$ cat src/rtl/inst_fetch.sv
// inst_fetch: instruction-fetch front end.
//
// Drives the instruction ROM (chip enable plus word address taken from the
// program counter) and captures the word the ROM returns combinationally in
// the same cycle. Each fetched {pc, inst} pair is written into a small FIFO,
// and decode drains the FIFO over a valid/ready handshake. A redirect loads a
// new PC and flushes everything in flight.
//
// Ports:
//   clk_i          clock, all state updates on the rising edge
//   rst_i          synchronous active-high reset
//   rom_ce_o       ROM chip enable (a fetch happens in every cycle it is high)
//   rom_addr_o     ROM word address, pc[ADDR_W+1:2]
//   rom_inst_i     ROM instruction word, valid while rom_ce_o=1
//   redirect_i     load redirect_pc_i into the PC and flush the buffer
//   redirect_pc_i  redirect target (low two bits ignored)
//   id_valid_o     head buffer entry is valid
//   id_inst_o      head entry instruction
//   id_pc_o        head entry PC
//   id_ready_i     decode accepts the head entry this cycle
//   dbg_fetch_o    FSM state: 0 = IDLE, 1 = FETCH
//
// Handshake: an entry moves to decode on every rising edge where id_valid_o
// and id_ready_i are both high; id_valid_o never depends on id_ready_i, and
// id_pc_o/id_inst_o stay stable while id_valid_o is high and not accepted.
// A redirect in the same cycle overrides the transfer (nothing is consumed).
module inst_fetch #(
  parameter logic [31:0] RESET_PC = 32'h0000_0000,
  parameter int          ADDR_W   = 6,
  parameter int          DEPTH    = 2
) (
  input  logic              clk_i,
  input  logic              rst_i,
  output logic              rom_ce_o,
  output logic [ADDR_W-1:0] rom_addr_o,
  input  logic [31:0]       rom_inst_i,
  input  logic              redirect_i,
  input  logic [31:0]       redirect_pc_i,
  output logic              id_valid_o,
  output logic [31:0]       id_inst_o,
  output logic [31:0]       id_pc_o,
  input  logic              id_ready_i,
  output logic              dbg_fetch_o
);

  localparam int              PTR_W    = $clog2(DEPTH);
  localparam logic [PTR_W:0]  FULL_CNT = (PTR_W + 1)'(DEPTH);

  typedef enum logic {
    IDLE  = 1'b0,
    FETCH = 1'b1
  } state_t;

  state_t           state;
  logic [31:0]      pc;
  logic [63:0]      buf_mem [DEPTH];
  logic [PTR_W-1:0] rd_ptr;
  logic [PTR_W-1:0] wr_ptr;
  logic [PTR_W:0]   count;
  logic             push;
  logic             pop;

  // Fetch enable looks only at registered state and redirect_i, so decode
  // backpressure never reaches the ROM combinationally; a slot freed by a pop
  // is refilled one cycle later.
  assign rom_ce_o    = (state == FETCH) && (count < FULL_CNT) && !redirect_i;
  assign rom_addr_o  = pc[ADDR_W+1:2];
  assign id_valid_o  = (count != '0);
  assign {id_pc_o, id_inst_o} = buf_mem[rd_ptr];
  assign dbg_fetch_o = (state == FETCH);

  assign push = rom_ce_o;
  assign pop  = id_valid_o && id_ready_i && !redirect_i;

  always_ff @(posedge clk_i) begin
    if (rst_i) begin
      state  <= IDLE;
      pc     <= RESET_PC;
      count  <= '0;
      rd_ptr <= '0;
      wr_ptr <= '0;
      for (int i = 0; i < DEPTH; i++) begin
        buf_mem[i] <= '0;
      end
    end else begin
      // IDLE lasts exactly one cycle after reset, redirect or not.
      if (state == IDLE) begin
        state <= FETCH;
      end

      if (redirect_i) begin
        // Flush: buffered entries are dropped, a same-cycle pop is ignored.
        pc     <= {redirect_pc_i[31:2], 2'b00};
        count  <= '0;
        rd_ptr <= '0;
        wr_ptr <= '0;
      end else begin
        if (push) begin
          buf_mem[wr_ptr] <= {pc, rom_inst_i};
          wr_ptr          <= wr_ptr + PTR_W'(1);
          pc              <= pc + 32'd4;
        end
        if (pop) begin
          rd_ptr <= rd_ptr + PTR_W'(1);
        end
        case ({push, pop})
          2'b10:   count <= count + (PTR_W + 1)'(1);
          2'b01:   count <= count - (PTR_W + 1)'(1);
          default: count <= count;
        endcase
      end
    end
  end

endmodule

$ cat config.mk
export PLATFORM = sky130hd
export DESIGN_NAME = inst_fetch
export DESIGN_NICKNAME = d
export VERILOG_FILES = /design/src/rtl/inst_fetch.sv
export SDC_FILE = /design/constraint.sdc
export NUM_CORES = 1
export LEC_CHECK = 0
export ABC_AREA = 1
export BUFFER_PORTS_ARGS = -buffer_cell sky130_fd_sc_hd__buf_2
export CAP_MARGIN = 0
export CORE_AREA = 2 2 116 118
export DETAILED_ROUTE_END_ITERATION = 7
export DIE_AREA = 0 0 118 120
export PLACE_DENSITY = 0.86
export SLEW_MARGIN = 20
export SYNTH_ARGS = -nofsm -noshare
export SYNTH_HDL_FRONTEND = slang
export SYNTH_SLANG_ARGS = --single-unit
$ cat constraint.sdc
create_clock -name clk_i -period 5.4 [get_ports clk_i]
set_input_delay 1.62 -clock clk_i [delete_from_list [all_inputs] [get_ports clk_i]]
set_output_delay 1.62 -clock clk_i [all_outputs]
set_load 0.01 [all_outputs]
==> flow_summary.ini, run 1 <==
[status]
status = complete, no violations

[layout]
stdcell_area_um2 = 8970
drive_gt1_share_pct = 29.5
nets = 971
syn_to_final_growth_pct = 17.2
antenna_cells = 0

[setup_path]
cp-start-kind = input port
r2r_end = count[1]
worstPathArrival_ps = 2370
critPathMaxFanout = 32
worstPathRequired_ps = 3780
critical_path_class = in -> out
r2r_cells = 10
r2r_slack_ps = 3180
r2r_start = count[1]
endpoint_kind = output pin

[floorplan]
start_util_pct = 59.0
rows = 42
dieArea_um2 = 14200
die_w_um = 118
die_y_um = 120
core-area_um2 = 13000
io_pins = 141

[timing]
rsz0062_at_grt = false
period_needed_ps = 3990
setup_ws_ps = 1410
clock_skew_ps = 7.93
worstMarginPinSlew_ps = 725
max_slew_margin_pct = 51.6
final_max_slew_viol_count = 0
setup_viol = 0
post-route-period-util_pct = 73.9
setup-tns-final_ps = 0
max_freq_ghz = 0.251
hold_violations = 0

[synthesis]
yosysMostFrequentCell = nor2_1
synthCells = 776
synth_area_leaders = edfxtp_1 49%, dfxtp_1 9.4%, mux2_2 9.1%, nor2_1 8.5%, nand2_1 6.0%
ys_seq_elements = 160
synth-seq-area-share_pct = 58.1
synth_area_um2 = 7650
yosys.cell_types.count = 34
synth_top_cell_area_share_pct = 48.7
async_flop_share_pct = 0
postSynthAreaPerCell_um2 = 9.86
synthFlopType = edfxtp_1
yosysTopAreaCell = edfxtp_1
ys_warn_count = 0
synth_edf_count = 124
synth_commonest_cells = 173 x nor2_1, 124 x edfxtp_1, 123 x nand2_1

[placed_design]
dpl_cell_area_um2 = 8420
pre_cts_ws_ps = 1420
gp_congestion = 0.963
hpwl_um = 10700
portBuffers = 136

[cts]
clk_path_buf_depth = 2
cts_hold_buffers = 0
cts_root_buffer = clkbuf_16
numCtsBuffers = 17
cts_setup_buffers = 0
clock_latency_ps = 430
clock_sinks = 160
cts_tree = done
path_clk_slew_ps = 60
cts_resized = 0
htree_levels = 4

[power]
vdd_ir_drop_max_uv = 179
powerDensity_nw_per_um2 = 311
p_leak_nw = 3.80

[global_route]
grt_pass1_vias = 5393
grt_overflow_total = 0
grt_max_degree = 63
grt_pass1_wl_um = 26300
grtUsageTotal_pct = 24.0
grt_antenna_before_repair = 0

[route]
drtAntennaViolNets = 0
firstDrtPassIters = 5
wirelength_um = 16300
vias = 5732
wl_per_cell_um = 14.9
routed_via_density = 5.26
drc_errors = 0
dr.first_iter.drc_count = 448

[min_path]
holdPathEnd = pc[31]
hp-class = reg -> reg
worst_hold_path.num_cells = 2
worstHoldStart = pc[31]

[job]
cap_violations = 0
[area by class of cell]
cell class / instances / area (um2)
multi-input combinational: 490 / 2660
timing repair buffer: 142 / 751
fill: 1006 / 4010
inverter: 90 / 340
sequential: 160 / 4450
clock inverter: 12 / 120
tap: 176 / 220
clock buffer: 19 / 433
[worst max-delay path, stage by stage]
cell,delay (ps)
buf_2,510
nor2_4,70
buf_2,160
[how the worst max path moves through the flow]
stage	start	endpoint	depth (start not counted)
2_1_floorplan	redirect_i	buf_mem[0][0]	4
3_3_place_gp	redirect_i	rom_ce_o	3
3_5_place_dp	redirect_i	rom_ce_o	3
4_1_cts	redirect_i	rom_ce_o	3
5_1_grt	redirect_i	rom_ce_o	3
6_report	redirect_i	rom_ce_o	3
[where the power goes]
group | leakage, nW | internal, mW | switching [mW]
clock | 0.266 | 0.671 | 0.464
combinational | 1.93 | 0.0913 | 0.146
sequential | 1.60 | 1.39 | 0.0286
[state kept, by name, summed over array words and instances, names as in the netlist, named ones only]
| name | count |
|---|---|
| buf_mem | 124 |
| pc | 30 |
| count | 2 |
| dbg_fetch_o | 1 |
| rd_ptr | 1 |
| wr_ptr | 1 |
[through the flow]
stage	total power, mW	hold slack [ps]	cells	utilization, %
global placement	1.67	447	1058	64.9
finish	2.79	498	1089	69.1
CTS	2.80	494	1089	69.1
floorplan	1.58	447	777	-
detailed placement	1.68	484	1058	64.9
global route	2.88	512	1089	69.1
[metal layers]
layer,wire length [um],GRT usage (%),up-vias
li1,-,-,2771
met1,6770,30.9,2680
met2,8020,39.6,252
met3,1160,5.80,29
met4,314,8.96,0
met5,0,0,-
[layout by cell type, fill, tap and decap left out, types with 4 or more instances in the layout]
| cell type | count |
|---|---|
| nand3_1 | 28 |
| a21oi_1 | 23 |
| mux2_2 | 62 |
| xor2_1 | 8 |
| clkbuf_16 | 17 |
| buf_2 | 136 |
| nand2_2 | 10 |
| nand2_1 | 121 |
| inv_1 | 84 |
| a31oi_1 | 11 |
| inv_2 | 4 |
| nor2_1 | 173 |
| clkinv_2 | 5 |
| dfxtp_1 | 35 |
| nor2_4 | 11 |
| o21ai_0 | 22 |
| buf_4 | 4 |
| edfxtp_1 | 124 |
[cell families after synthesis]
| group | count (synthesis) | synth area share [%] |
|---|---|---|
| compound gates | 59 | 4.14 |
| xor+xnor | 8 | 0.916 |
| fa+ha+maj | 2 | 0.327 |
| buf+inv | 127 | 7.39 |
| flops | 160 | 58.1 |
| mux | 62 | 9.12 |
| other cells | 1 | 0.0490 |
| simple gates | 357 | 20.0 |
Note: power is estimated with default switching activity, not from simulation.
==> inputs of run 2 (changes only) <==
--- a/config.mk
+++ b/config.mk
@@ -8,10 +8,10 @@
 export ABC_AREA = 1
 export BUFFER_PORTS_ARGS = -buffer_cell sky130_fd_sc_hd__buf_2
 export CAP_MARGIN = 0
-export CORE_AREA = 2 2 116 118
+export CORE_AREA = 2 2 120 122
 export DETAILED_ROUTE_END_ITERATION = 7
-export DIE_AREA = 0 0 118 120
-export PLACE_DENSITY = 0.86
+export DIE_AREA = 0 0 122 124
+export PLACE_DENSITY = 0.82
 export SLEW_MARGIN = 20
 export SYNTH_ARGS = -nofsm -noshare
 export SYNTH_HDL_FRONTEND = slang
==> constraint.sdc (replaced) <==
create_clock -name clk_i -period 4.12 [get_ports clk_i]
set_input_delay 1.236 -clock clk_i [delete_from_list [all_inputs] [get_ports clk_i]]
set_output_delay 1.236 -clock clk_i [all_outputs]
set_load 0.01 [all_outputs]
==> run 2 against run 1 <==
Effect of this change: via count shrank 1.3%; cell area rose by 1.5%; sequential power increased by 31%; clock skew up 2.5 ps; worst setup slack lost 520 ps; highest routed layer unchanged; routed wire length up 2.4%; combinational power grew 33%; largest cell class unchanged; hold slack got worse by 32 ps; core utilization decreased by 2.7 points; register-to-register slack worse by 1200 ps; first-iteration DRC count decreased by 7.6%.
==> flow_summary.ini, run 2 (synthesized netlist as in run 1, its figures left out) <==
[placed_design]
gp_congestion = 0.958
dpl_cell_area_um2 = 8470
portBuffers = 136
hpwl_um = 10900

[setup_path]
r2r_end = count[1]
worstPathRequired_ps = 2880
r2r_slack_ps = 1970
r2r_cells = 10
r2r_start = count[1]
worstPathArrival_ps = 1990
cp-start-kind = register
endpoint_kind = output pin
critical_path_class = reg -> out
critPathMaxFanout = 43

[power]
p_leak_nw = 3.85
vdd_ir_drop_max_uv = 217
finalPower_mw = 3.86
powerDensity_nw_per_um2 = 424

[layout]
stdcell_area_um2 = 9110
antenna_cells = 0
top_regs = buf_mem (124), pc (30), count (2)
nets = 975
drive_gt1_share_pct = 30.1
regMostFlops = buf_mem
largest_reg_flops = 124
mostFrequentLayoutCells = 173 x nor2_1, 136 x buf_2, 124 x edfxtp_1
syn_to_final_growth_pct = 19.0
final.fill_count = 1127
layout_commonest_cell = nor2_1

[timing]
rsz0062_at_grt = false
post-route-period-util_pct = 78.3
final_max_slew_viol_count = 0
max_slew_margin_pct = 50.8
max_freq_ghz = 0.310
setup_viol = 0
clock_skew_ps = 10.4
period_needed_ps = 3220
worstMarginPinSlew_ps = 738
setup-tns-final_ps = 0
hold_violations = 0

[cts]
clock_latency_ps = 420
cts_setup_buffers = 0
clock_sinks = 160
clk_path_buf_depth = 2
cts_hold_buffers = 0
htree_levels = 4
cts_tree = done
path_clk_slew_ps = 60
numCtsBuffers = 17
cts_resized = 0
cts_root_buffer = clkbuf_16

[floorplan]
start_util_pct = 55.8
die_y_um = 124
dieArea_um2 = 15100
io_pins = 141
core-area_um2 = 13700
rows = 43
die_w_um = 122

[status]
status = complete, no violations

[route]
drc_errors = 0
wl_per_cell_um = 15.2
wirelength_um = 16700
dr.first_iter.drc_count = 414
vias = 5658
drtAntennaViolNets = 0
routed_via_density = 5.15
firstDrtPassIters = 5

[global_route]
grt_overflow_total = 0
grt_antenna_before_repair = 0
grt_pass1_vias = 5358
grt_pass1_wl_um = 25900
grt_max_degree = 63
grtUsageTotal_pct = 22.7

[min_path]
worstHoldStart = rd_ptr
worst_hold_path.num_cells = 2
hp-class = reg -> reg

[job]
cap_violations = 0
## run 2: cell types whose count changed in the layout (fill, tap and decap cells not counted), sizes merged
cell,delta
buf,+4
bufinv,+3
clkinv,-2
clkinvlp,+1
inv,+1
clkbuf,-2
## run 2: layout make-up
class                           instances  area (um2)  share of cell area [%]
Sequential cell                       160        4450                    48.8
Clock buffer                           17         425                    4.67
Tap cell                              180         225                    2.47
Clock inverter                         15         216                    2.38
Timing Repair Buffer                  146         793                    8.71
Inverter                               90         340                    3.74
Multi-Input combinational cell        490        2660                    29.2
## run 2: power breakdown
group | leakage, nW | switching (mW) | internal, mW | total (mW)
Combinational | 1.96 | 0.192 | 0.123 | 0.315
Clock | 0.303 | 0.625 | 1.07 | 1.70
Sequential | 1.60 | 0.0372 | 1.82 | 1.85
Total | 3.85 | 0.854 | 3.01 | 3.86
## run 2: per-layer routing
layer  up-vias  track usage, %  wire length [um]
li1       2785               -                 -
met1      2661            28.7              7250
met5         -               0                 0
met2       190            38.5              8130
met4         0            8.19               287
met3        22            5.04               987
## run 2: critical path, stage by stage, from the launching register on
cell,delay [ps]
dfxtp_2,680
buf_12,320
mux2_2,390
buf_2,140
## run 2: per-stage QoR
| stage | utilization (%) | instances | hold slack [ps] | worst slack (ps) |
|---|---|---|---|---|
| floorplan | - | 777 | 447 | 495 |
| global placement | 61.7 | 1066 | 451 | 1150 |
| detailed placement | 61.7 | 1066 | 455 | 1140 |
| CTS | 66.4 | 1098 | 465 | 869 |
| global route | 66.4 | 1098 | 498 | 792 |
| finish | 66.4 | 1098 | 466 | 896 |
## run 2: worst max path at each step
stage | startpoint | end | slack (ps) | depth (start not counted)
global placement | redirect_i | rom_ce_o | 1150 | 3
CTS | register | id_pc_o[21] | 870 | 3
detailed placement | redirect_i | rom_ce_o | 1140 | 3
finish | register | id_pc_o[22] | 900 | 3
global route | register | id_pc_o[24] | 790 | 3
floorplan | redirect_i | buf_mem[0][0] | 500 | 4
